`src/rtl/router_dest_reader.sv`:
```
// Destination-port packet sink for the 1x3 router: pops header, payload and
// parity from the port FIFO, checks parity, streams payload and counts packets.
module router_dest_reader #(
  parameter int TIMEOUT = 16,
  parameter int CNT_W   = 16
) (
  input  logic             clock,
  input  logic             reset,
  input  logic             vld_out,
  input  logic [7:0]       data_out,
  output logic             read_enb,
  input  logic [4:0]       rd_delay,
  output logic [7:0]       rx_data,
  output logic             rx_valid,
  output logic             rx_sop,
  output logic             rx_eop,
  output logic             pkt_done,
  output logic [1:0]       pkt_addr,
  output logic [5:0]       pkt_len,
  output logic             parity_err,
  output logic             trunc_err,
  output logic [CNT_W-1:0] pkt_cnt,
  output logic [CNT_W-1:0] err_cnt
);

  localparam int IW = $clog2(TIMEOUT + 1);

  typedef enum logic [1:0] {
    IDLE,
    WAIT,
    READ
  } state_t;

  state_t state, state_nx;

  logic          rd_want;
  logic          rd_q;
  logic [4:0]    dly_cnt;
  logic [6:0]    issued;
  logic [6:0]    cap_cnt;
  logic [IW-1:0] idle_cnt;
  logic [7:0]    acc;

  logic       pop;
  logic       hdr_cap;
  logic       last_cap;
  logic       pay_cap;
  logic       stall_to;
  logic       start_rd;
  logic       bad_par;
  logic [6:0] len_eff;
  logic [6:0] total_eff;

  assign read_enb = rd_want && vld_out;
  assign pop      = read_enb;

  // Length is taken straight from the bus on the header capture so that
  // a zero-length packet can stop popping in the same cycle.
  assign hdr_cap   = rd_q && (cap_cnt == 7'd0);
  assign len_eff   = hdr_cap ? {1'b0, data_out[7:2]} : {1'b0, pkt_len};
  assign total_eff = len_eff + 7'd2;
  assign last_cap  = rd_q && !hdr_cap && (cap_cnt == len_eff + 7'd1);
  assign pay_cap   = rd_q && !hdr_cap && !last_cap;
  assign bad_par   = acc != data_out;
  assign stall_to  = (state == READ) && !vld_out &&
                     (idle_cnt == IW'(TIMEOUT - 1));

  always_ff @(posedge clock) begin
    if (reset) state <= IDLE;
    else       state <= state_nx;
  end

  always_comb begin
    state_nx = state;
    start_rd = 1'b0;
    unique case (state)
      IDLE: if (vld_out) state_nx = WAIT;
      WAIT: begin
        if (!vld_out) begin
          state_nx = IDLE;
        end else if (dly_cnt == 5'd0) begin
          state_nx = READ;
          start_rd = 1'b1;
        end
      end
      READ: if (last_cap || stall_to) state_nx = IDLE;
      default: state_nx = IDLE;
    endcase
  end

  always_ff @(posedge clock) begin
    if (reset) begin
      rd_want    <= 1'b0;
      rd_q       <= 1'b0;
      dly_cnt    <= '0;
      issued     <= '0;
      cap_cnt    <= '0;
      idle_cnt   <= '0;
      acc        <= '0;
      rx_data    <= '0;
      rx_valid   <= 1'b0;
      rx_sop     <= 1'b0;
      rx_eop     <= 1'b0;
      pkt_done   <= 1'b0;
      pkt_addr   <= '0;
      pkt_len    <= '0;
      parity_err <= 1'b0;
      trunc_err  <= 1'b0;
      pkt_cnt    <= '0;
      err_cnt    <= '0;
    end else begin
      rx_valid <= 1'b0;
      rx_sop   <= 1'b0;
      rx_eop   <= 1'b0;
      pkt_done <= 1'b0;
      rd_q     <= pop;

      if (state == IDLE && vld_out) begin
        dly_cnt <= rd_delay;
      end else if (state == WAIT && dly_cnt != 5'd0) begin
        dly_cnt <= dly_cnt - 5'd1;
      end

      if (start_rd) begin
        rd_want  <= 1'b1;
        issued   <= '0;
        cap_cnt  <= '0;
        idle_cnt <= '0;
      end

      if (pop) begin
        issued   <= issued + 7'd1;
        idle_cnt <= '0;
        if (issued + 7'd1 == total_eff) rd_want <= 1'b0;
      end else if (state == READ && !vld_out) begin
        idle_cnt <= idle_cnt + 1'b1;
      end

      if (rd_q) cap_cnt <= cap_cnt + 7'd1;

      if (hdr_cap) begin
        pkt_addr <= data_out[1:0];
        pkt_len  <= data_out[7:2];
        acc      <= data_out;
      end

      if (pay_cap) begin
        acc      <= acc ^ data_out;
        rx_valid <= 1'b1;
        rx_data  <= data_out;
        rx_sop   <= cap_cnt == 7'd1;
        rx_eop   <= cap_cnt == {1'b0, pkt_len};
      end

      if (last_cap) begin
        pkt_done   <= 1'b1;
        parity_err <= bad_par;
        trunc_err  <= 1'b0;
        if (bad_par) begin
          if (err_cnt != '1) err_cnt <= err_cnt + 1'b1;
        end else begin
          if (pkt_cnt != '1) pkt_cnt <= pkt_cnt + 1'b1;
        end
      end

      if (stall_to) begin
        pkt_done   <= 1'b1;
        parity_err <= 1'b0;
        trunc_err  <= 1'b1;
        rd_want    <= 1'b0;
        if (err_cnt != '1) err_cnt <= err_cnt + 1'b1;
      end
    end
  end

endmodule

```
`config.mk`:
```
export PLATFORM = sky130hd
export DESIGN_NAME = router_dest_reader
export DESIGN_NICKNAME = d
export VERILOG_FILES = /design/src/rtl/router_dest_reader.sv
export SDC_FILE = /design/constraint.sdc
export NUM_CORES = 1
export LEC_CHECK = 0
export CAP_MARGIN = 10
export CORE_MARGIN = 2
export CORE_UTILIZATION = 64
export CTS_CLUSTER_SIZE = 24
export DETAILED_ROUTE_END_ITERATION = 10
export DONT_BUFFER_PORTS = 1
export GPL_TIMING_DRIVEN = 0
export PLACE_DENSITY = 0.81
export SETUP_SLACK_MARGIN = 0.1
export SLEW_MARGIN = 20
export SYNTH_ARGS = -nofsm -noshare
export SYNTH_HDL_FRONTEND = slang
export SYNTH_SLANG_ARGS = --single-unit
export TNS_END_PERCENT = 30
```
`constraint.sdc`:
```
create_clock -name clock -period 6.39 [get_ports clock]
set_input_delay 0.3195 -clock clock [delete_from_list [all_inputs] [get_ports clock]]
set_output_delay 0.3195 -clock clock [all_outputs]
set_load 0.005 [all_outputs]
```
==> impl_results.md <==
* Total GRT Usage at 30.1%
* PD cells at 191 mW/mm2
* Period utilization at 88.6%
* Clock Sinks at 90
* Crit path max-delay family: buffers and inverters
* Die area at 0.00853 mm2
* Crit path launch: cap_cnt[0]
* Most used cell, CP: clkbuf_1
* Pwr Total at 1.01 mW
* Post-CTS Setup Inserts at 0
* Initial antenna violation count at 0
* Root Buffer: clkbuf_8
* Yosys top cell by area: dfxtp_1
* Final HPWL DP at 9380 um
* Largest net degree at the start of global routing at 17
* Total of fill cells in the finished design at 659
* Relative slew slack at 42.5%
* Initial Util at 65.4%
* Global-route wire length before repair at 20,700 um
* Crit path required time at 6.65 ns
* Standard-cell rows at 32
* Place WS at 0.864 ns
* Post-CTS sizing at 0
* Number of synthesized flops with an enable pin at 0
* DP Area at 0.00513 mm2
* Synth Cell Area at 0.00500 mm2
* Syn Area/Cell at 8.05 um2
* Slowest CP cell: a211oi_1
* Crit path arrival time at 5.92 ns
* LEAKAGE at 1.91 nW
* I/O pins at 71
* Vias in the first global route at 4,283
* Hold Crit Class: in2reg
* DIE WIDTH at 92.4 um
* Share of Yosys cell area claimed by the top area cell type at 36.0%
* 1st-iter DRT viols at 227
* Clock transition at path regs at 0.09 ns
* Share of cells above drive strength 1 at 6.91%
* Number of max-cap violations at 0
* Diode count at 0
* H-tree depth at 3
* Minimum clock period at 5.66 ns
* Flop2flop setup slack at 0.73 ns
* WL final at 12,700 um
* CP max FO at 10
* Multi-input logic area at 0.00296 mm2
* R2r endpoint: err_cnt[8]
* Clk Latency, worst-skew pair at 0.37 ns
* Startpoint Class: flop
* Drt drc at 0
* Hold Fails Final Rpt at 0
* Synth top cells by count: dfxtp_1, nor2_1, nand2_1, a21oi_1, clkbuf_1
* Critical path depth at 19
* Count leader, synth: dfxtp_1
* Total gr overflow at 0
* CTS Buf Count at 9
* 1st-pass router iterations at 5
* Leading post-synthesis cells by cell area: dfxtp_1, nor2_1, xnor2_1
* Reg area at 0.00180 mm2
* Final ANT Viol Nets at 0
* Hold-fix buffers at CTS at 0
* Sequential fraction of the synthesis area at 36.0%
* Die Y at 92.4 um
* Buffers added on ports at 0
* Final Max Tran Viols at 0
* Critical Path Max Stage Delay at 0.65 ns
* Placer Congestion at 0.933
* Warnings, synthesis at 0
* Path depth of the worst reg2reg path at 19
* Post-synthesis cell count at 621
* Fin Hold WS at 0.104 ns
* Fin nets at 659
* Final Cell Area at 0.00531 mm2
* Layout area overhead at 6.26%
* RSZ-0062 raised after global routing: false
* Mapped Nets at 648
* CTS tree: yes
* Via-to-Cell Ratio at 6.27
* Outcome: finished clean
* Reg2reg start: cap_cnt[0]
* Core Area at 0.00765 mm2
* Worst Slack Setup Final at 0.728 ns
* CP Buf/Inv Count at 6
* #FFs+latches synth at 90
* Setup TNS at 0 ns
* Crit-path cells: clkbuf_1 > inv_1 > ha_1 > and4bb_1 > nand2_1 > clkbuf_1 > clkbuf_1 > a21oi_1 > inv_1 > ha_1 > clkbuf_1 > nand4_1 > xor2_1 > or4_1 > a211oi_1 > o2111ai_1 > a211oi_1 > and3_1 > mux2_2
* Wire length per cell at 17.2 um
* Setup CP Type: reg2reg
* Synth cell types at 57
* DR vias at 4,632
* Achievable Freq at 177 MHz
* Clk buf depth at 2
* Crit. End Element: flop
* Fin Clk Skew at 0.0171 ns
* VDD IR max at 0.143 mV
* Setup-failing EPs final at 0
* Top FF cell, synth: dfxtp_1
* Ys async rst share at 0%
* Worst slew pin tran at 0.860 ns
* CP Capture Point: err_cnt[8]
==> how the worst min path moves through the flow <==
stage / start / to / slack (ns) / depth (start not counted)
6_report: data_out[1] / pkt_addr[1] / 0.10 / 2
5_1_grt: data_out[1] / pkt_addr[1] / 0.09 / 2
4_1_cts: data_out[1] / pkt_addr[1] / 0.1 / 2
3_5_place_dp: idle_cnt[3] / idle_cnt[3] / 0.46 / 1
3_3_place_gp: idle_cnt[3] / idle_cnt[3] / 0.44 / 1
2_1_floorplan: idle_cnt[3] / idle_cnt[3] / 0.42 / 1
==> registers in the layout, indices dropped and copies added, names as in the netlist <==
register,cells
pkt_cnt,16
rx_valid,1
rd_q,1
parity_err,1
state,2
rx_data,8
pkt_addr,2
idle_cnt,5
rx_eop,1
dly_cnt,5
err_cnt,16
rd_want,1
pkt_done,1
acc,8
issued,7
rx_sop,1
trunc_err,1
pkt_len,6
cap_cnt,7
==> per-stage QoR <==
step,utilization (%),instances
global route,69.5,739
floorplan,-,621
global placement,67.0,723
detailed placement,67.0,723
finish,69.5,739
CTS,69.5,739
==> cells in the final DEF (no fill, tap or decap), types with 3 or more instances in the layout <==
cell type	instances
a21o_1	4
buf_6	3
a21oi_1	36
nand2b_1	7
a31oi_1	26
clkbuf_8	10
nand3b_1	3
ha_1	11
o31ai_1	8
inv_1	19
o21ai_0	16
dfxtp_1	90
nor4_1	10
a311oi_1	4
xor2_1	20
nand3_1	29
mux2i_1	14
nand2_1	47
nor3_1	24
or2_2	5
xnor2_1	21
and3_1	10
and4_1	3
mux2_2	10
nor2b_1	12
or4_1	9
or3_1	8
a211oi_1	7
nand4_1	13
buf_2	3
a22oi_1	3
clkbuf_1	30
nor2_1	84
==> routing by layer <==
layer	global-route usage, %	routed length, um
met1	41.2	5690
met2	48.5	5900
met3	6.10	916
met4	8.71	196
met5	0	0
==> power breakdown <==
group	internal [mW]	switching, mW
Combinational	0.0235	0.0452
Clock	0.156	0.216
Sequential	0.567	0.00647
Total	0.746	0.268
==> final cells by class <==
| type | count | share of cell area [%] |
|---|---|---|
| Inverter | 19 | 1.34 |
| Clock buffer | 10 | 2.59 |
| Clock inverter | 6 | 0.895 |
| Sequential cell | 90 | 33.9 |
| Buffer | 38 | 3.18 |
| Tap cell | 102 | 2.40 |
| Multi-Input combinational cell | 474 | 55.7 |
==> worst register-to-register path, delay by kind of cell, from the launching register on <==
family	cells	cell delay [ns]
buf+inv	6	1.64
flops	1	0.37
fa+ha+maj	2	0.40
simple gates	5	1.27
xor+xnor	1	0.17
mux	1	0.33
compound gates	4	1.41
==> logic make-up (layout without fill, tap and decap cells) <==
logic type	after synthesis	count (layout)	synth area share, %
simple gates	278	278	28.3
compound gates	118	118	15.3
flops	90	90	36.0
buf+inv	57	73	4.81
xor+xnor	41	41	7.18
mux	26	26	5.58
fa+ha+maj	11	11	2.75
No activity file was read; power rests on OpenSTA's default activity.
